==> config.mk <==
export PLATFORM = sky130hd
export DESIGN_NAME = spi_tx_scheduler
export DESIGN_NICKNAME = d
export VERILOG_FILES = /design/src/rtl/spi_tx_scheduler.sv
export SDC_FILE = /design/constraint.sdc
export NUM_CORES = 1
export LEC_CHECK = 0
export ABC_AREA = 1
export BUFFER_PORTS_ARGS = -buffer_cell sky130_fd_sc_hd__buf_2
export CAP_MARGIN = 0
export CORE_ASPECT_RATIO = 1.5
export CORE_UTILIZATION = 54
export CTS_BUF_LIST = sky130_fd_sc_hd__clkbuf_4 sky130_fd_sc_hd__clkbuf_8 sky130_fd_sc_hd__clkbuf_16
export CTS_CLUSTER_SIZE = 14
export DETAILED_ROUTE_END_ITERATION = 12
export PLACE_DENSITY_LB_ADDON = 0.25
export SLEW_MARGIN = 25
export SYNTH_ARGS = -nofsm -noshare
export SYNTH_HDL_FRONTEND = slang
export SYNTH_SLANG_ARGS = --single-unit
==> constraint.sdc <==
create_clock -name clk -period 2.2 [get_ports clk]
set_input_delay 0.33 -clock clk [delete_from_list [all_inputs] [get_ports clk]]
set_output_delay 0.33 -clock clk [all_outputs]
set_load 0.03 [all_outputs]
==> src/rtl/spi_tx_scheduler.sv <==
// Chooses the next byte for the SPI shifter: response port, buffered stream FIFO, or filler byte.
// Build option SPI_TX_SCHED_RR_EN: response and stream alternate when both have data.
module spi_tx_scheduler #(
   parameter int         DEPTH = 16,
   parameter logic [7:0] FILL  = 8'hFF,
   parameter int         LW    = $clog2(DEPTH) + 1
) (
   input  logic          clk,
   input  logic          rst,
   input  logic          csn_active,
   input  logic          rx_stb,
   input  logic          rsp_valid,
   input  logic [7:0]    rsp_data,
   output logic          rsp_ready,
   input  logic          str_valid,
   input  logic [7:0]    str_data,
   output logic          str_ready,
   output logic [7:0]    tx_data,
   output logic          tx_stb,
   input  logic          tx_busy,
   output logic [LW-1:0] fifo_level,
   output logic [7:0]    fill_cnt,
   output logic          late
);

   // state  | meaning
   // S_IDLE | chip select inactive, nothing scheduled
   // S_ARM  | select next byte as soon as the exporter is free
   // S_WAIT | byte handed off, waiting for the SPI byte boundary

   localparam int AW = $clog2(DEPTH);

   typedef enum logic [1:0] {
      S_IDLE = 2'd0,
      S_ARM  = 2'd1,
      S_WAIT = 2'd2
   } state_e;

   state_e        state_q, state_d;
   logic [7:0]    mem_q [DEPTH];
   logic [AW-1:0] wr_ptr_q, wr_ptr_d;
   logic [AW-1:0] rd_ptr_q, rd_ptr_d;
   logic [LW-1:0] level_q, level_d;
   logic [7:0]    tx_data_q, tx_data_d;
   logic          tx_stb_q, tx_stb_d;
   logic [7:0]    fill_cnt_q, fill_cnt_d;
   logic          late_q, late_d;

   logic fifo_empty;
   logic fifo_full;
   logic push;
   logic pop;
   logic can_select;
   logic rsp_wins;
   logic sel_rsp;
   logic sel_str;
   logic sel_fill;

   assign fifo_empty = (level_q == '0);
   assign fifo_full  = (level_q == LW'(DEPTH));
   assign push       = str_valid && !fifo_full;
   assign pop        = sel_str;
   assign can_select = (state_q == S_ARM) && csn_active && !tx_busy;

`ifdef SPI_TX_SCHED_RR_EN
   // last_rsp_q = 1 when the response port won the most recent non-fill grant
   logic last_rsp_q, last_rsp_d;

   assign rsp_wins = rsp_valid && (fifo_empty || !last_rsp_q);

   always_comb begin
      last_rsp_d = last_rsp_q;
      if (sel_rsp) begin
         last_rsp_d = 1'b1;
      end else if (sel_str) begin
         last_rsp_d = 1'b0;
      end
   end

   always_ff @(posedge clk or posedge rst) begin
      if (rst) begin
         last_rsp_q <= 1'b0;
      end else begin
         last_rsp_q <= last_rsp_d;
      end
   end
`else
   assign rsp_wins = rsp_valid;
`endif

   always_comb begin
      sel_rsp  = 1'b0;
      sel_str  = 1'b0;
      sel_fill = 1'b0;
      if (can_select) begin
         if (rsp_wins) begin
            sel_rsp = 1'b1;
         end else if (!fifo_empty) begin
            sel_str = 1'b1;
         end else begin
            sel_fill = 1'b1;
         end
      end
   end

   always_comb begin
      state_d = state_q;
      late_d  = late_q;
      case (state_q)
         S_IDLE: begin
            if (csn_active) begin
               late_d  = 1'b0;
               state_d = S_ARM;
            end
         end
         S_ARM: begin
            if (rx_stb) begin
               late_d = 1'b1;
            end
            if (!csn_active) begin
               state_d = S_IDLE;
            end else if (sel_rsp || sel_str || sel_fill) begin
               state_d = S_WAIT;
            end
         end
         S_WAIT: begin
            if (!csn_active) begin
               state_d = S_IDLE;
            end else if (rx_stb) begin
               state_d = S_ARM;
            end
         end
         default: state_d = S_IDLE;
      endcase
   end

   always_comb begin
      tx_data_d  = tx_data_q;
      tx_stb_d   = sel_rsp || sel_str || sel_fill;
      fill_cnt_d = fill_cnt_q;
      if (sel_rsp) begin
         tx_data_d = rsp_data;
      end else if (sel_str) begin
         tx_data_d = mem_q[rd_ptr_q];
      end else if (sel_fill) begin
         tx_data_d = FILL;
         if (fill_cnt_q != 8'hFF) begin
            fill_cnt_d = fill_cnt_q + 8'd1;
         end
      end
   end

   // Pointers are AW bits wide, so DEPTH being a power of two gives the wrap for free
   always_comb begin
      wr_ptr_d = wr_ptr_q;
      rd_ptr_d = rd_ptr_q;
      level_d  = level_q;
      if (push) begin
         wr_ptr_d = wr_ptr_q + AW'(1);
      end
      if (pop) begin
         rd_ptr_d = rd_ptr_q + AW'(1);
      end
      if (push && !pop) begin
         level_d = level_q + LW'(1);
      end else if (pop && !push) begin
         level_d = level_q - LW'(1);
      end
   end

   always_ff @(posedge clk) begin
      if (push) begin
         mem_q[wr_ptr_q] <= str_data;
      end
   end

   always_ff @(posedge clk or posedge rst) begin
      if (rst) begin
         state_q    <= S_IDLE;
         wr_ptr_q   <= '0;
         rd_ptr_q   <= '0;
         level_q    <= '0;
         tx_data_q  <= FILL;
         tx_stb_q   <= 1'b0;
         fill_cnt_q <= 8'd0;
         late_q     <= 1'b0;
      end else begin
         state_q    <= state_d;
         wr_ptr_q   <= wr_ptr_d;
         rd_ptr_q   <= rd_ptr_d;
         level_q    <= level_d;
         tx_data_q  <= tx_data_d;
         tx_stb_q   <= tx_stb_d;
         fill_cnt_q <= fill_cnt_d;
         late_q     <= late_d;
      end
   end

   assign rsp_ready  = sel_rsp;
   assign str_ready  = !fifo_full;
   assign tx_data    = tx_data_q;
   assign tx_stb     = tx_stb_q;
   assign fifo_level = level_q;
   assign fill_cnt   = fill_cnt_q;
   assign late       = late_q;

endmodule

# After elaboration in Yosys (flattened, before gate mapping)
# Memory sizes are Yosys's and may differ from the RTL's.
# Cells that the tools add are included.
[word_totals]
register_bits = 33
ramBits = 128
input_bits = 23
output_inout_bits = 25
word_cells = 67
memories = 1
[mem_list]
columns = ["name", "words", "width", "rd", "rd_ports_with_merged_regs", "write_ports", "line", "source"]
rows = [
  ["mem_q", 16, 8, 1, 0, 1, "40", "logic [7:0] mem_q [DEPTH];"],
]
[op_classes]
n_addsub = 5
eq_ne = 8
muxes = 24
n_bitwise = 2
n_reduce_logical = 19
[ops]
columns = ["op", "count"]
rows = [
  ["$mux 8", 3],
  ["$mux 1", 12],
  ["$mux 2", 5],
  ["$mux 5", 2],
  ["$add 4x1->4 const B", 2],
  ["$add 8x1->8 const B", 1],
  ["$ne 8x8->1 const B", 1],
  ["$ne 3x3->1 const B", 2],
  ["$pmux 2 s3", 1],
  ["$reduce_and 3->1", 2],
  ["$add 5x1->5 const B", 1],
  ["$eq 5x5->1 const B", 1],
  ["$logic_and 1x1->1", 5],
  ["$logic_not 5->1", 1],
  ["$sub 5x1->5 const B", 1],
  ["$logic_not 1->1", 4],
  ["$ne 2x2->1 const B", 2],
  ["$reduce_and 4->1", 1],
  ["$reduce_bool 2->1", 2],
  ["$reduce_bool 3->1", 1],
  ["$eq 2x1->1 const B", 1],
  ["$eq 2x2->1 const B", 1],
  ["$logic_not 2->1", 1],
  ["$logic_or 1x1->1", 2],
  ["other kinds (2)", 3],
]

# Logic depth before layout (Yosys ltp)
# Gate-level depths: netlist of run 1.
[logic_depth]
depth_word = 9
depth_mapped = 15
depth_no_buf = 15

# Least setup slack after synthesis of run 1
# Ideal clock, no wire load.
[synth_path]
path_type = "register to register"
start = "reg level_q[0] (netlist: fifo_level[0])"
end = "reg level_q[4] (netlist: fifo_level[4])"
setup_ns = 0.121
arrival_ns = 2.477
required_time_ns = 2.079
setup_slack_ns = -0.398
stages_incl_launch_ff = 16
path_buffers = 0
period_less_slack_ns = 2.598
path_cell_list = "dfrtp_1 > nor2_1 > nand3_1 > inv_1 > nand2_1 > nand2_1 > inv_2 > ha_1 > inv_1 > fa_1 > a21oi_1 > o21bai_1 > a21oi_1 > o21ai_0 > nand2_1 > nand2_1"
[synth_via]
elab_cells_between_ends = 16
classes_between = "2 x add/sub; 1 x eq/ne; 5 x mux; 8 x reduce/logical"
[synth_lines]
columns = ["element", "line", "source"]
rows = [
  ["start: declaration", "43", "logic [LW-1:0] level_q, level_d;"],
  ["start signal: assignment", "191", "level_q <= level_d;"],
  ["$eq 5x5->1 (*)", "60", "assign fifo_full = (level_q == LW'(DEPTH));"],
  ["$logic_not 1->1 (*)", "--", ""],
  ["net str_ready", "17", "output logic str_ready,"],
  ["$logic_and 1x1->1 (*)", "61", "assign push = str_valid && !fifo_full;"],
  ["net push", "51", "logic push;"],
  ["$logic_not 1->1", "166", "end else if (pop && !push) begin"],
  ["$logic_and 1x1->1", "166", ""],
  ["$reduce_bool 2->1 (no line)", "--", ""],
]
# The timed path passes the listed nets; every way through them passes the cells marked *. The select of a mux whose other input is x is not followed.
# A chain may end at the register's enable or synchronous reset.

# Worst setup path in the final report of run 1
[layout_path]
start = "reg level_q[3] (netlist: fifo_level[3])"
end = "reg level_q[4] (netlist: fifo_level[4])"
[layout_via]
elab_chain_len = 7
elab_cells_between_ends = 16
classes_between = "2 x add/sub; 1 x eq/ne; 5 x mux; 8 x reduce/logical"
[layout_lines]
columns = ["element", "line", "source"]
rows = [
  ["$logic_not 5->1", "59", "assign fifo_empty = (level_q == '0);"],
  ["$mux 1", "98", "end else if (!fifo_empty) begin"],
  ["$mux 1", "96", "if (rsp_wins) begin"],
  ["$mux 1", "95", "if (can_select) begin"],
  ["$logic_not 1->1", "164", "if (push && !pop) begin"],
  ["$logic_and 1x1->1", "164", ""],
  ["$mux 5 or $reduce_bool 2->1 (tied branches)", "--", ""],
]
# Several ways; a longest one is shown, not always the timed one. The select of a mux whose other input is x is not followed.

==> results of run 1 <==
cells in the mapped netlist, types with 2 or more instances:
master,instances,share of area
nand3_1,93,0.064
nor2_1,42,0.022
dfrtp_1,25,0.086
inv_2,5,0.0026
buf_2,11,0.0076
xnor2_1,3,0.0036
edfxtp_1,128,0.53
ha_1,10,0.017
nand3_2,2,0.0028
clkbuf_1,5,0.0026
inv_1,87,0.045
clkinv_1,2,0.0010
xor2_1,10,0.012
o21ai_0,6,0.0041
a21oi_1,4,0.0028
dfstp_2,8,0.029
nand2_1,265,0.14
nor2_4,2,0.0031
buf_4,9,0.0093
nor3_1,2,0.0014
report_power, final:
group	switching (W)	internal, W
Clock	0.00120	0.00157
Combinational	0.00243	0.00117
Sequential	0.000259	0.00380
Total	0.00388	0.00653
flip-flops by register name, summed over array words and instances, names as in the netlist:
name,count
fifo_level,5
fill_cnt,8
rd_ptr_q,4
wr_ptr_q,4
late,1
tx_data,8
tx_stb,1
state_q,2
mem_q,128
per-stage QoR:
| step | setup TNS [ns] | util | power (W) | worst slack [ns] | instances |
|---|---|---|---|---|---|
| 3_3_place_gp | 0 | 0.6011 | 0.007516 | 0.04974 | 941 |
| 5_1_grt | -0.03958 | 0.6474 | 0.01102 | -0.03958 | 975 |
| 2_1_floorplan | 0 | - | 0.006568 | 0.01271 | 732 |
| 4_1_cts | 0 | 0.6455 | 0.01041 | 0.02925 | 974 |
| 3_5_place_dp | -0.02547 | 0.6011 | 0.007632 | -0.02547 | 941 |
| 6_report | 0 | 0.6474 | 0.01041 | 0.05564 | 975 |
layer usage:
| metal | global-route usage | up-vias | part of all wire |
|---|---|---|---|
| met5 | 0 | - | 0 |
| met4 | 0.1130 | 0 | 0.020 |
| met3 | 0.05238 | 31 | 0.050 |
| met2 | 0.4726 | 188 | 0.56 |
| met1 | 0.2891 | 2481 | 0.37 |
| li1 | - | 2495 | - |
final cells by class:
type | instances | area (sq um) | area share
inverter | 94 | 362.8 | 0.04305
tap | 159 | 198.9 | 0.02360
timing repair buffer | 79 | 503.0 | 0.05968
multi-input combinational | 450 | 2117 | 0.2512
clock buffer | 17 | 425.4 | 0.05048
sequential | 161 | 4686 | 0.5560
clock inverter | 15 | 135.1 | 0.01603
tightest hold or removal path, delay by kind of cell:
family | cells | cell delay [ns]
and+or+nand+nor | 3 | 0.16
buffers and inverters | 1 | 0.09
repair_timing:
item                                    in CTS  in global routing
setup buffers                                0                  1
gates resized for setup                      2                  4
hold endpoints to repair                     9                  0
pin swaps                                    1                  4
hold buffers                                 1                  0
endpoints found under the setup margin       1                  1
kinds of logic (layout without fill, tap and decap cells):
logic type / after synthesis / after routing / synth area share
xor gates and xnor gates: 13 / 13 / 0.01573
DFF: 161 / 161 / 0.6464
buffers and inverters: 121 / 205 / 0.07034
adders and majority gates: 11 / 11 / 0.02005
AOI/OAI and AO/OA: 16 / 16 / 0.01262
and+or+nand+nor: 410 / 410 / 0.2349
final timing paths:
path                                from       endpoint  slack, ns  cells after the start
min                               rx_stb     state_q[1]       0.19                      4
max in group asynchronous            rst     tx_data[3]       1.04                      4
min reg2reg                   tx_data[2]     tx_data[2]       0.47                      2
max                        fifo_level[3]  fifo_level[4]       0.06                     14
max reg2reg                fifo_level[3]  fifo_level[4]       0.06                     14
min in group asynchronous            rst  fifo_level[4]       0.45                      3
==> metrics.csv, run 1 <==
stage;metric;value;unit
run;MaxCap Viol Count;0;
place;Post-DP Area;0.007825;sq mm
outcome;status;finished, final reports clean;
sta;worst-margin pin slew;0.7871;ns
final_layout;# fillers;1026;
final_layout;layout cells sized above 1;0.1765;
setup_path;critical-path cell list;nor2_1 > nand3_1 > inv_2 > nand2_4 > nand3_4 > ha_4 > inv_6 > fa_2 > a21oi_2 > o21bai_2 > a21oi_2 > o21ai_1 > nand2_1 > nand2_1;
detailed_routing;routed wire length;16170;um
setup_path;CP delay by family, top;compound AO/OA/AOI/OAI gates;
sta;Layout Skew;0.01267;ns
final_layout;design area;0.008428;sq mm
global_routing;global route overflow;0;
detailed_routing;1st-pass router iterations;5;
detailed_routing;wire per inst;16.58;um
synthesis;Mapped Nets;766;
global_routing;vias in the first global route;5341;
global_routing;largest net degree at the start of global routing;49;
detailed_routing;DR iter-0 viols;438;
sta;Tmin final;2.144;ns
setup_path;Startpoint Class;register;
synthesis;Post-Syn Instances;732;
synthesis;post-synthesis register bit count;161;
floorplanning;Die Ht;143.8;um
setup_path;Critical Path AT;2.45;ns
place;number of port buffers;47;
clock_network;clk buf depth;2;
worst_hold_path;type of the worst min-delay path;input pin to register;
clock_network;CTS tree;yes;
power_and_ir_drop;power per cell area;1235;mW/mm^2
setup_path;Crit. End Element;register;
place;post-DP HPWL;11140;um
sta;Fmax;0.4663;GHz
power_and_ir_drop;Leak Pwr;3.776;nW
clock_network;Num CTS Buffers;17;
clock_network;clk_lat worst skew;0.42;ns
detailed_routing;residual DRC count;0;
floorplanning;die area;0.01388;sq mm
sta;Hold Vio Cnt, Final;0;
global_routing;initial antenna violation count;0;
sta;RSZ-0062 raised after global routing;yes;
synthesis;sequential area share after synthesis;0.6464;
sta;Tcrit/Tclk final;0.9747;
synthesis;Yosys cell types;33;
synthesis;Avg Inst Size Synth;9.890;sq um
sta;Final Setup Violations;0;
synthesis;synthesis warning total;0;
final_layout;Synth-to-Final Area Change;16.42;%
final_layout;most frequent cells in the layout;nand2_1, edfxtp_1, nand3_1;
setup_path;WP data required;2.50;ns
place;Placer Congestion;0.8910;
sta;Final Max Slew Viols;0;
synthesis;EDFF count, synth;128;
floorplanning;floorplan row count;51;
clock_network;number of H-tree levels;4;
floorplanning;Initial Util;0.5561;
final_layout;antenna cells;0;
detailed_routing;Vias/cell;5.328;
global_routing;first-pass GRT wire length;26100;um
final_layout;most common cell after layout, fill and taps aside;nand2_1;
sta;Hold WS;0.1888;ns
setup_path;max incr delay on CP;0.40;ns
floorplanning;Core Region;0.01302;sq mm
floorplanning;# IOs;48;
setup_path;crit-path max FO;7;
clock_network;Sink Count;161;
final_layout;NumNets Final;837;
global_routing;Tot GR Track Use;0.2607;
setup_path;number of buffer and inverter stages on the critical path;2;
power_and_ir_drop;IR drop worst, VDD;0.0008162;V
sta;worst rel slew slack;0.4733;
clock_network;clk slew on worst S/H paths;0.06;ns
clock_network;CTS Root Cell;clkbuf_16;
setup_path;class of the most critical setup path;register to register;
synthesis;Async SR Flop Fraction;0.2050;
floorplanning;Die X;96.54;um
detailed_routing;post-route ant nets;0;
setup_path;CP max-delay cell;dfrtp_2;
detailed_routing;routed via count;5195;
synthesis;ys flop type;edfxtp_1;
synthesis;Mapped Area;0.007239;sq mm
(Power assumes the default switching activity.)
==> run 2: changes to the inputs <==
Settings changed: CORE_UTILIZATION 54 to 60.
Clock period 2.2 ns to 2.46 ns, I/O delays scaled along.
==> run 2 against run 1 <==
Global-route usage up 0.80 points. Cell area is 1.8% lower. Combinational power shrank 12%. Die area shrank 9.8%. Clock skew fell by 0.0069 ns. Hold slack lost 0.15 ns. Count of clock-buffer cells in the layout up 1. Sequential share of layout area rose by 0.99 points. Power is 11% lower. Non-clock buffer count is 9 lower. Critical path depth grew 2. Largest cell class unchanged.
==> metrics.csv, run 2 (synthesis results as in run 1) <==
stage;metric;value;unit;change
sta;worst rel slew slack;0.5074;;+0.03408
final_layout;design area;0.008278;sq mm;-1.8%
setup_path;crit-path max FO;8;;+1
sta;Hold Vio Cnt, Final;0;;unchanged
final_layout;NumNets Final;828;;-1.1%
global_routing;largest net degree at the start of global routing;67;;+37%
power_and_ir_drop;Leak Pwr;3.698;nW;-2.1%
sta;setup tns final;0;ns;unchanged
clock_network;clk buf depth;2;;unchanged
clock_network;number of H-tree levels;4;;unchanged
global_routing;routing usage on met2;0.4657;;-0.006825
final_layout;max reg flops;128;;unchanged
sta;Final Setup Violations;0;;unchanged
global_routing;vias in the first global route;4971;;-6.9%
global_routing;M3 GR Usage;0.04500;;-0.007381
floorplanning;Die X;91.69;um;-5.0%
sta;Fmax;0.4226;GHz;-9.4%
global_routing;global route overflow;0;;unchanged
floorplanning;Core Region;0.01165;sq mm;-10%
setup_path;class of the most critical setup path;register to register;;
floorplanning;Die Ht;136.5;um;-5.1%
detailed_routing;wire per inst;16.53;um;-0.30%
floorplanning;floorplan row count;48;;-5.9%
setup_path;WP data required;2.76;ns;+0.26 ns
place;post-DP HPWL;10260;um;-7.8%
power_and_ir_drop;power per cell area;1115;mW/mm^2;-9.8%
detailed_routing;routed wire length;15820;um;-2.1%
setup_path;r2r endpoint;fifo_level[4];;
detailed_routing;routed via count;5167;;-0.54%
final_layout;Synth-to-Final Area Change;14.34;%;
power_and_ir_drop;IR drop worst, VDD;0.0008696;V;+6.5%
sta;Tcrit/Tclk final;0.9619;;-0.01278
floorplanning;# IOs;48;;unchanged
place;pre-CTS setup slack;-0.03420;ns;-0.008726 ns
clock_network;Num CTS Buffers;17;;unchanged
clock_network;Sink Count;161;;unchanged
floorplanning;die area;0.01252;sq mm;-9.8%
final_layout;most common cell after layout, fill and taps aside;nand2_1;;
final_layout;layout cells sized above 1;0.1648;;-0.01166
global_routing;gr busiest metal;met2;;
setup_path;Critical Path AT;2.67;ns;+0.22 ns
detailed_routing;Vias/cell;5.399;;+1.3%
sta;Final Max Slew Viols;0;;unchanged
detailed_routing;residual DRC count;0;;unchanged
setup_path;Crit. End Element;register;;
clock_network;CTS Root Cell;clkbuf_16;;
setup_path;r2r startpoint;fifo_level[1];;
floorplanning;Initial Util;0.6213;;+0.06522
detailed_routing;1st-pass router iterations;5;;unchanged
setup_path;Reg2Reg Depth;16;;+2
power_and_ir_drop;total power;0.009229;W;-11%
global_routing;first-pass GRT wire length;24870;um;-4.7%
final_layout;Top reg by flops;mem_q;;
final_layout;antenna cells;0;;unchanged
detailed_routing;post-route ant nets;0;;unchanged
global_routing;M1 GR Usage;0.3265;;+0.03742
place;Post-DP Area;0.007669;sq mm;-2.0%
sta;Tmin final;2.366;ns;+0.2220 ns
worst_hold_path;type of the worst min-delay path;input pin to asynchronous set/reset pin;;
setup_path;Startpoint Class;register;;
clock_network;CTS tree;yes;;
place;Placer Congestion;0.8995;;+0.95%
global_routing;initial antenna violation count;0;;unchanged
sta;worst-margin pin slew;0.7362;ns;-0.05093 ns
detailed_routing;DR iter-0 viols;518;;+18%
sta;Layout Skew;0.005786;ns;-0.006880 ns
clock_network;clk_lat worst skew;0.42;ns;about the same
clock_network;clk slew on worst S/H paths;0.06;ns;about the same
final_layout;most frequent cells in the layout;nand2_1, edfxtp_1, nand3_1;;
run;MaxCap Viol Count;0;;unchanged
place;number of port buffers;47;;unchanged
sta;crit path setup slack, layout;0.09365;ns;+0.03801 ns
outcome;status;finished, final reports clean;;
setup_path;R2R Setup Slk;0.09;ns;+0.04 ns
global_routing;Tot GR Track Use;0.2687;;+0.008028
[run 2: how the worst max path moves through the flow]
stage | startpoint | end | slack (ns)
after detailed placement | fifo_level[1] | fifo_level[4] | -0.03
final | fifo_level[1] | fifo_level[4] | 0.09
after global placement | fifo_level[1] | fifo_level[4] | 0.12
after global routing | fifo_level[1] | fifo_level[4] | -0.04
after CTS | fifo_level[1] | fifo_level[4] | 0.05
after floorplan | fifo_level[3] | fifo_level[4] | 0.02
[run 2: stage by stage]
stage               hold WS [ns]    util  std cells
floorplan                 0.4434       -        732
global placement          0.4552  0.6582        921
detailed placement        0.4573  0.6582        921
CTS                      0.04683  0.7065        953
global route             0.07610  0.7105        957
finish                   0.03882  0.7105        957
[run 2: worst max-delay path, cell delays in order, from the launching register on]
cell and delay, ns:
dfrtp_2 0.45, inv_1 0.08, nand3_1 0.09, inv_2 0.09
nand2_2 0.05, nand2_1 0.10, inv_2 0.08, ha_1 0.21
inv_2 0.08, buf_4 0.14, ha_1 0.24, inv_1 0.13
o21bai_2 0.12, a21oi_2 0.18, o21ai_1 0.09, nand2_1 0.07
nand2_1 0.06
[run 2: what timing repair did]
action | CTS | global route
hold buffers | 0 | 0
gates resized for setup | 1 | 7
setup endpoints to repair | 1 | 1
pin swaps | 0 | 2
hold endpoints to repair | 0 | 0
buffers inserted | 0 | 4
[run 2: power by group]
group	switching (W)	leakage [nW]	internal, W
clock network	0.00107	0.264	0.00141
logic	0.00222	1.88	0.000935
registers	0.000196	1.55	0.00340
[run 2: routing by layer]
metal / part of all wire / vias up
met2: 0.51 / 216
li1: - / 2483
met5: 0 / -
met1: 0.39 / 2431
met3: 0.062 / 37
met4: 0.032 / 0
[run 2: layout make-up]
cell class	instances	area, sq um
Clock buffer	18	432.9
Inverter	94	352.8
Clock inverter	14	130.1
Multi-Input combinational cell	450	2069
Tap cell	150	187.7
Timing Repair Buffer	70	420.4
Fill cell	872	3373
Sequential cell	161	4684
==> run 3: changes to the inputs <==
Settings changed: PLACE_DENSITY set to 0.83, PLACE_DENSITY_LB_ADDON 0.25 to not set.
==> run 3 against run 2 <==
Fmax up 2.6%. Critical path depth down 2. Cell count is 0.21% lower. Non-clock buffer count shrank 2. Largest cell class unchanged. First-iteration DRC count up 10%. Sequential cell count stayed put. Sequential share of layout area decreased by 0.59 points. Power up 4.7%. Combinational power decreased by 3%. Clock power increased by 21%. Register-to-register slack improved by 0.06 ns. Critical endpoint unchanged. Highest routed layer unchanged. Setup slack better by 0.059 ns.
==> metrics.csv, run 3 (synthesis results as in run 1) <==
stage;metric;value;unit;change
power_and_ir_drop;IR drop worst, VDD;0.0007786;V;-10%
setup_path;CP max-delay cell;dfrtp_1;;
global_routing;vias in the first global route;5117;;+2.9%
sta;worst rel slew slack;0.4912;;-0.01622
sta;Final Setup Violations;0;;unchanged
detailed_routing;1st-pass router iterations;5;;unchanged
global_routing;first-pass GRT wire length;25500;um;+2.6%
floorplanning;Initial Util;0.6213;;unchanged
clock_network;clk buf depth;2;;unchanged
floorplanning;floorplan row count;48;;unchanged
sta;worst-margin pin slew;0.7604;ns;+0.02425 ns
detailed_routing;wire per inst;17.21;um;+4.1%
setup_path;Critical Path AT;2.62;ns;-0.05 ns
detailed_routing;routed wire length;16430;um;+3.9%
detailed_routing;residual DRC count;0;;unchanged
setup_path;crit-path max FO;4;;-4
sta;Tmin final;2.307;ns;-0.05932 ns
setup_path;class of the most critical setup path;register to register;;
worst_hold_path;type of the worst min-delay path;input pin to asynchronous set/reset pin;;
outcome;status;finished, final reports clean;;
sta;Layout Skew;0.006569;ns;+0.0007838 ns
final_layout;antenna cells;0;;unchanged
setup_path;number of buffer and inverter stages on the critical path;2;;-4
detailed_routing;routed via count;5326;;+3.1%
clock_network;Num CTS Buffers;17;;unchanged
clock_network;clk_lat worst skew;0.43;ns;about the same
sta;Fmax;0.4335;GHz;+2.6%
place;Placer Congestion;0.9499;;+5.6%
floorplanning;Die X;91.69;um;unchanged
power_and_ir_drop;Leak Pwr;3.750;nW;+1.4%
power_and_ir_drop;power per cell area;1155;mW/mm^2;+3.6%
final_layout;area of the multi-input gates;0.002057;sq mm;-0.60%
clock_network;CTS tree;yes;;
sta;Hold Vio Cnt, Final;0;;unchanged
setup_path;Startpoint Class;register;;
floorplanning;# IOs;48;;unchanged
sta;Tcrit/Tclk final;0.9378;;-0.02411
final_layout;design area;0.008366;sq mm;+1.1%
detailed_routing;Vias/cell;5.577;;+3.3%
final_layout;most frequent cells in the layout;nand2_1, edfxtp_1, nand3_1;;
setup_path;Crit. End Element;register;;
clock_network;clk slew on worst S/H paths;0.06;ns;about the same
final_layout;Synth-to-Final Area Change;15.55;%;
clock_network;Sink Count;161;;unchanged
final_layout;Top reg by flops;mem_q;;
floorplanning;Die Ht;136.5;um;unchanged
global_routing;global route overflow;0;;unchanged
setup_path;critical-path cell list;nor2_1 > nand3_1 > inv_1 > nand2_2 > nand3_2 > ha_1 > inv_2 > fa_1 > a21oi_1 > o21bai_1 > a21oi_2 > o21ai_0 > nand2_1 > nand2_1;;
global_routing;Tot GR Track Use;0.2795;;+0.01073
setup_path;crit-path most repeated cell;nand2_1;;
place;Post-DP Area;0.007676;sq mm;about the same
final_layout;final design utilization;0.7180;;+0.007517
sta;Final Max Slew Viols;0;;unchanged
place;post-DP HPWL;10480;um;+2.1%
final_layout;layout cells sized above 1;0.1565;;-0.008286
clock_network;CTS Root Cell;clkbuf_16;;
floorplanning;Core Region;0.01165;sq mm;unchanged
final_layout;NumNets Final;826;;-0.24%
power_and_ir_drop;total power;0.009663;W;+4.7%
setup_path;CP delay by family, top;adder cells;;
global_routing;largest net degree at the start of global routing;66;;-1.5%
run;MaxCap Viol Count;0;;unchanged
final_layout;max reg flops;128;;unchanged
final_layout;# fillers;794;;-8.9%
detailed_routing;post-route ant nets;0;;unchanged
final_layout;Sequential Area;0.004684;sq mm;unchanged
clock_network;number of H-tree levels;4;;unchanged
setup_path;max incr delay on CP;0.42;ns;-0.03 ns
global_routing;initial antenna violation count;0;;unchanged
clock_network;hold_buf cts;0;;unchanged
place;number of port buffers;47;;unchanged
final_layout;most common cell after layout, fill and taps aside;nand2_1;;
setup_path;WP data required;2.77;ns;about the same
floorplanning;die area;0.01252;sq mm;unchanged
detailed_routing;DR iter-0 viols;571;;+10%
-- run 3: cell count changes in the layout (fill, tap and decap cells not counted), sizes merged --
| cell | change |
|---|---|
| buf | -2 |
| inv | -3 |
| clkinv | -1 |
| clkinvlp | -3 |
| bufinv | +5 |
| clkbuf | +2 |
-- run 3: report_power, final --
| part | internal (W) | switching (W) |
|---|---|---|
| registers | 0.00340 | 0.000208 |
| logic | 0.000907 | 0.00216 |
| clock network | 0.00194 | 0.00105 |
| total | 0.00625 | 0.00341 |
-- run 3: path summary, 6_finish.rpt --
| path | end | slack (ns) | depth (start not counted) | from |
|---|---|---|---|---|
| min reg2reg | tx_data[0] | 0.47 | 2 | tx_data[0] |
| min | fifo_level[3] | 0.01 | 2 | rst |
| min in group clk | tx_stb | 0.15 | 2 | tx_busy |
| max reg2reg | fifo_level[4] | 0.15 | 14 | fifo_level[3] |
| max in group asynchronous | tx_data[3] | 1.69 | 3 | rst |
| max | fifo_level[4] | 0.15 | 14 | fifo_level[3] |
-- run 3: layout make-up --
type | instances | share of cell area
clock inverter | 12 | 0.02752
tap | 150 | 0.02243
clock buffer | 20 | 0.05354
timing repair buffer | 68 | 0.04846
multi-input combinational | 450 | 0.2459
sequential | 161 | 0.5600
inverter | 94 | 0.04218
-- run 3: layer usage --
layer,track usage,part of all wire,vias to the layer above
met4,0.1534,0.046,0
met5,0,0,-
li1,-,-,2474
met2,0.4937,0.53,262
met3,0.05611,0.054,62
met1,0.3177,0.37,2528
-- run 3: timing repair --
action | CTS | global route
endpoints found under the setup margin | 0 | 1
gates resized for setup | 0 | 2
setup buffers | 0 | 1
hold endpoints to repair | 0 | 0
-- run 3: stage by stage --
step | worst slack, ns | TNS, ns | std cells | hold WS, ns
global route | -0.01703 | -0.01703 | 955 | 0.04635
global placement | 0.1540 | 0 | 922 | 0.4504
detailed placement | 0.04311 | 0 | 922 | 0.4622
CTS | 0.03284 | 0 | 954 | 0.02251
floorplan | 0.02086 | 0 | 732 | 0.4434
finish | 0.1530 | 0 | 955 | 0.01193
